$ cat config.mk
export PLATFORM = sky130hd
export DESIGN_NAME = spdif_frame_assembler
export DESIGN_NICKNAME = d
export VERILOG_FILES = /design/src/rtl/spdif_frame_assembler.sv
export SDC_FILE = /design/constraint.sdc
export NUM_CORES = 1
export LEC_CHECK = 0
export CAP_MARGIN = 20
export CORE_ASPECT_RATIO = 0.5
export CORE_MARGIN = 4
export CORE_UTILIZATION = 40
export DETAILED_ROUTE_END_ITERATION = 12
export SYNTH_ARGS = -nofsm -noshare
export SYNTH_HDL_FRONTEND = slang
export SYNTH_SLANG_ARGS = --single-unit
export TNS_END_PERCENT = 20
$ cat constraint.sdc
create_clock -name clk -period 2.68 [get_ports clk]
set_clock_uncertainty 0.15 [all_clocks]
set_input_delay 0.268 -clock clk [delete_from_list [all_inputs] [get_ports clk]]
set_output_delay 0.268 -clock clk [all_outputs]
set_load 0.01 [all_outputs]
$ cat src/rtl/spdif_frame_assembler.sv
// spdif_frame_assembler: assembles decoded S/PDIF subframes into checked left/right sample pairs.
// Define SPDIF_CHANNEL_STATUS_EN to capture channel-status bits 0..31 into cs_word.
module spdif_frame_assembler #(
   parameter int OUT_WIDTH      = 16,
   parameter int TIMEOUT_CYCLES = 1024
) (
   input  logic                 clk,
   input  logic                 reset_n,
   input  logic                 bit_strobe,
   input  logic                 bit_value,
   input  logic                 preamble_strobe,
   input  logic [1:0]           preamble_type,
   output logic [OUT_WIDTH-1:0] sample_left,
   output logic [OUT_WIDTH-1:0] sample_right,
   output logic                 sample_strobe,
   output logic                 block_start,
   output logic                 parity_err,
   output logic                 frame_err,
   output logic                 locked,
   output logic [31:0]          cs_word,
   output logic                 cs_valid
);
   localparam int TW = $clog2(TIMEOUT_CYCLES + 1);
   typedef enum logic [1:0] {IDLE, DATA, FLAGS, CHECK} state_t;
   state_t state_q, state_d;
   logic [4:0] cnt_q, cnt_d;
   logic [23:0] sh_q, sh_d;
   logic par_q, par_d, c_q, c_d, pend_q, pend_d, b_q, b_d;
   logic [1:0] type_q, type_d, good_q, good_d, pre_type_q, pre_type_d;
   logic [OUT_WIDTH-1:0] left_q, left_d, sl_q, sl_d, sr_q, sr_d;
   logic ss_q, ss_d, bs_q, bs_d, pe_q, pe_d, fe_q, fe_d, pre_q, pre_d;
   logic [TW-1:0] to_q, to_d;
   logic strobe_any, tmo, take_pre, start, par_fin, good_left;
   logic [1:0] ptype;
   logic unused_bits;
   assign strobe_any = bit_strobe | preamble_strobe;
   assign tmo        = !strobe_any && (to_q == TW'(TIMEOUT_CYCLES - 1));
   assign take_pre   = preamble_strobe | pre_q;
   assign ptype      = preamble_strobe ? preamble_type : pre_type_q;
   assign par_fin    = par_q ^ bit_value;
   assign unused_bits = ^{sh_q[0], c_q, good_left};
   always_comb begin
      state_d = state_q; cnt_d = cnt_q; sh_d = sh_q; par_d = par_q; type_d = type_q;
      c_d = c_q; left_d = left_q; pend_d = pend_q; b_d = b_q; sl_d = sl_q; sr_d = sr_q;
      ss_d = 1'b0; bs_d = 1'b0; pe_d = 1'b0; fe_d = 1'b0; good_d = good_q;
      pre_d = 1'b0; pre_type_d = pre_type_q; start = 1'b0; good_left = 1'b0;
      to_d = strobe_any ? '0 : (to_q == TW'(TIMEOUT_CYCLES)) ? to_q : to_q + 1'b1;
      case (state_q)
         IDLE: begin
            fe_d  = take_pre && (ptype == 2'd3);
            start = take_pre && (ptype != 2'd3);
         end
         DATA, FLAGS: begin
            if (preamble_strobe) begin
               fe_d = 1'b1; pend_d = 1'b0; state_d = IDLE;
               start = (preamble_type != 2'd3);
            end else if (bit_strobe) begin
               par_d = par_fin;
               cnt_d = cnt_q + 5'd1;
               if (state_q == DATA) begin
                  sh_d = {bit_value, sh_q[23:1]};
                  state_d = (cnt_q == 5'd23) ? FLAGS : DATA;
               end else begin
                  c_d = (cnt_q == 5'd26) ? bit_value : c_q;
                  if (cnt_q == 5'd27) begin
                     // checks resolve on the P bit so pulses are visible during CHECK
                     state_d = CHECK; pend_d = 1'b0;
                     if (par_fin) pe_d = 1'b1;
                     else if (type_q != 2'd2) begin
                        good_left = 1'b1; fe_d = pend_q; pend_d = 1'b1;
                        left_d = sh_q[23 -: OUT_WIDTH]; b_d = (type_q == 2'd0);
                     end else if (pend_q) begin
                        ss_d = 1'b1; bs_d = b_q; sl_d = left_q; sr_d = sh_q[23 -: OUT_WIDTH];
                        good_d = good_q + {1'b0, good_q != 2'd3};
                     end else fe_d = 1'b1;
                  end
               end
            end
         end
         default: begin
            state_d = IDLE; pre_d = preamble_strobe;
            pre_type_d = preamble_strobe ? preamble_type : pre_type_q;
         end
      endcase
      if (start) begin
         state_d = DATA; cnt_d = '0; sh_d = '0; par_d = 1'b0; type_d = ptype;
      end
      if (pe_d | fe_d) good_d = '0;
      if (tmo) begin
         state_d = IDLE; pend_d = 1'b0; good_d = '0;
      end
   end
   always_ff @(posedge clk or negedge reset_n) begin
      if (!reset_n) begin
         state_q <= IDLE; cnt_q <= '0; sh_q <= '0; par_q <= 1'b0; type_q <= '0; c_q <= 1'b0;
         left_q <= '0; pend_q <= 1'b0; b_q <= 1'b0; sl_q <= '0; sr_q <= '0; ss_q <= 1'b0;
         bs_q <= 1'b0; pe_q <= 1'b0; fe_q <= 1'b0; good_q <= '0; to_q <= '0;
         pre_q <= 1'b0; pre_type_q <= '0;
      end else begin
         state_q <= state_d; cnt_q <= cnt_d; sh_q <= sh_d; par_q <= par_d; type_q <= type_d; c_q <= c_d;
         left_q <= left_d; pend_q <= pend_d; b_q <= b_d; sl_q <= sl_d; sr_q <= sr_d; ss_q <= ss_d;
         bs_q <= bs_d; pe_q <= pe_d; fe_q <= fe_d; good_q <= good_d; to_q <= to_d;
         pre_q <= pre_d; pre_type_q <= pre_type_d;
      end
   end
   assign sample_left   = sl_q;
   assign sample_right  = sr_q;
   assign sample_strobe = ss_q;
   assign block_start   = bs_q;
   assign parity_err    = pe_q;
   assign frame_err     = fe_q;
   assign locked        = good_q[1];
`ifdef SPDIF_CHANNEL_STATUS_EN
   logic [7:0] fc_q, fc_d, idx;
   logic [31:0] stage_q, stage_d, cs_q, cs_d;
   logic csok_q, csok_d, csv_q, csv_d, err;
   assign idx = (type_q == 2'd0) ? 8'd0 : fc_q;
   assign err = pe_d | fe_d;
   always_comb begin
      fc_d = fc_q; stage_d = stage_q; cs_d = cs_q; csv_d = 1'b0;
      csok_d = csok_q && !err;
      if (good_left) begin
         fc_d = (idx == 8'd191) ? 8'd0 : idx + 8'd1;
         csok_d = csok_d | (type_q == 2'd0);
         if (idx < 8'd32) stage_d[idx[4:0]] = c_q;
         if (idx == 8'd31 && csok_q && !err) begin
            cs_d = stage_d; csv_d = 1'b1;
         end
      end
   end
   always_ff @(posedge clk or negedge reset_n) begin
      if (!reset_n) begin
         fc_q <= '0; stage_q <= '0; cs_q <= '0; csok_q <= 1'b0; csv_q <= 1'b0;
      end else begin
         fc_q <= fc_d; stage_q <= stage_d; cs_q <= cs_d; csok_q <= csok_d; csv_q <= csv_d;
      end
   end
   assign cs_word  = cs_q;
   assign cs_valid = csv_q;
`else
   assign cs_word  = '0;
   assign cs_valid = 1'b0;
`endif
endmodule

==> impl_metrics.json <==
{
  "status": "completed",
  "maxCapViolCount": 0,
  "num_rows": 26,
  "worstSkewPairLatency_ps": 330,
  "yosys_most_used_dff": "dfrtp_1",
  "p_int_uw": 2440,
  "rsz0062_at_grt": "no",
  "clkPwrFrac_pct": 34.1,
  "io_pins": 77,
  "cts_buffer_depth": 2,
  "p_per_area_nw_per_um2": 666,
  "grt_overflow": 0,
  "synth.ff_latch_count": 96,
  "ir_worst_vdd_uv": 309,
  "gp_congestion": 0.768,
  "min_to": "left_q[6]$_DFFE_PN0P_",
  "post_cts_resized": 0,
  "fp.coreArea_um2": 10500,
  "place_area_um2": 4910,
  "yosysTopAreaCellShare_pct": 54.6,
  "dieHeight_um": 82.1,
  "post-cts-setup-buffer-count": 0,
  "drc": 0,
  "synth-edff-count": 0,
  "end_kind": "flip-flop",
  "setup_ws_ps": 252,
  "dieArea_um2": 12800,
  "p_total_uw": 3460,
  "antenna_found_initial": 0,
  "final_nets": 445,
  "synthCells": 380,
  "min_from": "left_q[6]$_DFFE_PN0P_",
  "reg2reg_from": "state_q[0]$_DFFE_PN0P_",
  "syn-cell-area_um2": 4400,
  "setup_violations": 0,
  "synth_commonest_cells": "dfrtp_1 (96), nand2_1 (45), mux2_2 (40)",
  "drv_slew": 0,
  "worstHoldPathType": "flip-flop to flip-flop",
  "cts_made_buffers": 9,
  "slew_headroom_pct": 36.0,
  "grt_usage_pct": 12.8,
  "wl_per_cell_um": 13.4,
  "wl_um": 7700,
  "rrSetupSlack_ps": 250,
  "ant_nets": 0,
  "fmax_ghz": 0.412,
  "p_leak_uw": 0.00246,
  "grt_pass1_wl_um": 13100,
  "start_util_pct": 42.0,
  "drtIter0Drc": 175,
  "vias": 2754,
  "tightest_slew_ps": 960,
  "cts_tree": "done",
  "yosysUniqueCellTypes": 43,
  "path_clk_slew_ps": 60,
  "power_switching_uw": 1010,
  "cp-start-kind": "flip-flop",
  "grt_max_degree": 63,
  "numPortBuffers": 43,
  "root_buffer": "clkbuf_16",
  "n_antenna_cell": 0,
  "critPathKind": "flip-flop to flip-flop",
  "synthTopCellsByArea": "dfrtp_1 (55%), mux2_2 (10%), buf_4 (5.6%), nand2_1 (3.8%), a21oi_1 (3.0%)",
  "dp_hpwl_um": 5210,
  "cts_hold_buf": 1,
  "area_growth_pct": 18.2,
  "die_w_um": 156,
  "reg2reg_to": "left_q[8]$_DFFE_PN0P_",
  "hold_viol_final": 0,
  "avgSynthCellArea_um2": 11.6,
  "setup_tns_ps": 0,
  "fin_crit_ps": 2430,
  "yosys_warnings": 0,
  "seqPwrFrac_pct": 46.2,
  "fin_crit_sh_pct": 90.6,
  "dpl_worst_slack_ps": 223,
  "switching_share_pct": 29.3,
  "dr.pass1.iters": 4,
  "reg2reg_depth": 6,
  "drive_above_1_share_pct": 16.3,
  "grt_pass1_vias": 2729,
  "min_path_cells": 1,
  "finalInstanceArea_um2": 5200,
  "cp_max_fo": 16,
  "yosys.area.top_type": "dfrtp_1",
  "yosysMostFrequentCell": "dfrtp_1",
  "critical_path_arrival_ps": 2490,
  "seq_area_frac_synth_pct": 54.6,
  "h-tree-depth": 3,
  "viasPerCell": 4.79,
  "critPathRequiredTime_ps": 2740,
  "synthArstFlopShare_pct": 100,
  "combPwrFrac_pct": 19.8,
  "clock-sinks": 96
}
-- worst max-delay path: stages (launching register included) --
cell and delay, ps:
dfrtp_1 420, inv_1 70, ha_1 370, nand3b_1 260, nor4_4 280, o21ai_2 340
mux2_1 420
-- logic make-up (layout without fill, tap and decap cells) --
kind of cell	after synthesis	after routing	share of synthesized area [%]
other cells	1	33	0.0853
mux	53	53	13.5
xor+xnor	12	12	2.39
compound gates	44	44	6.40
simple gates	109	109	12.8
flops	96	96	54.6
buf+inv	57	80	7.88
fa+ha+maj	8	8	2.28
-- layer usage --
metal  up-vias  wire (um)  GRT usage (%)
met5         -          0              0
met4         0         73           4.68
met3         8        456           3.44
met2        63       3290           19.7
met1      1330       3880           17.5
li1       1353          -              -
-- cells in the final DEF (no fill, tap or decap), types with 4 or more instances in the layout --
cell type / count
a21oi_1: 26
buf_4: 9
clkbuf_16: 9
clkdlybuf4s50_1: 42
conb_1: 33
dfrtp_1: 96
ha_1: 8
inv_1: 10
mux2_1: 10
mux2_2: 40
nand2_1: 45
nand3_1: 7
nand4_1: 4
nor2_1: 19
nor3_1: 5
nor4_1: 4
nor4b_1: 4
o21ai_0: 5
xnor2_1: 6
xor2_1: 6
-- cell type report --
class / count / area [um2]
clock buffers: 13 / 250
inverters: 10 / 37.5
fillers: 953 / 5280
well taps: 140 / 175
multi-input cells: 259 / 1770
flip-flops and latches: 96 / 2400
clock inverters: 3 / 25.0
repair buffers: 54 / 538
-- worst max path at each step --
stage	start	endpoint	slack, ps	depth (start not counted)
floorplan	state_q[0]$_DFFE_PN0P_	left_q[10]$_DFFE_PN0P_	550	7
global placement	preamble_strobe	left_q[9]$_DFFE_PN0P_	290	5
detailed placement	bit_value	sample_left[15]$_DFFE_PN0P_	220	6
CTS	state_q[0]$_DFFE_PN0P_	left_q[9]$_DFFE_PN0P_	230	6
global route	state_q[0]$_DFFE_PN0P_	left_q[8]$_DFFE_PN0P_	100	6
finish	state_q[0]$_DFFE_PN0P_	left_q[8]$_DFFE_PN0P_	250	6
-- flip-flops by register name, summed over array words and instances, names as in the netlist --
name	flops
pre_q	1
state_q	2
left_q	16
block_start	1
to_q	11
par_q	1
pre_type_q	2
b_q	1
sample_right	16
type_q	2
sample_left	16
sample_strobe	1
cnt_q	5
good_q	2
parity_err	1
sh_q	16
pend_q	1
frame_err	1
-- metrics by stage --
step                hold WS, ps  cells  utilization (%)
floorplan                  -178    412                -
global placement            259    558             46.9
detailed placement          253    558             46.9
CTS                         344    575             49.6
global route                362    575             49.6
finish                      337    575             49.6
-- power by group through the flow --
stage	combinational [uW]	sequential, uW	clock, uW
after floorplan	519	1610	0
after global placement	685	1620	0
after detailed placement	687	1620	0
after CTS	689	1600	1230
after global routing	759	1610	1290
final	684	1600	1180
(Power assumes the default switching activity.)
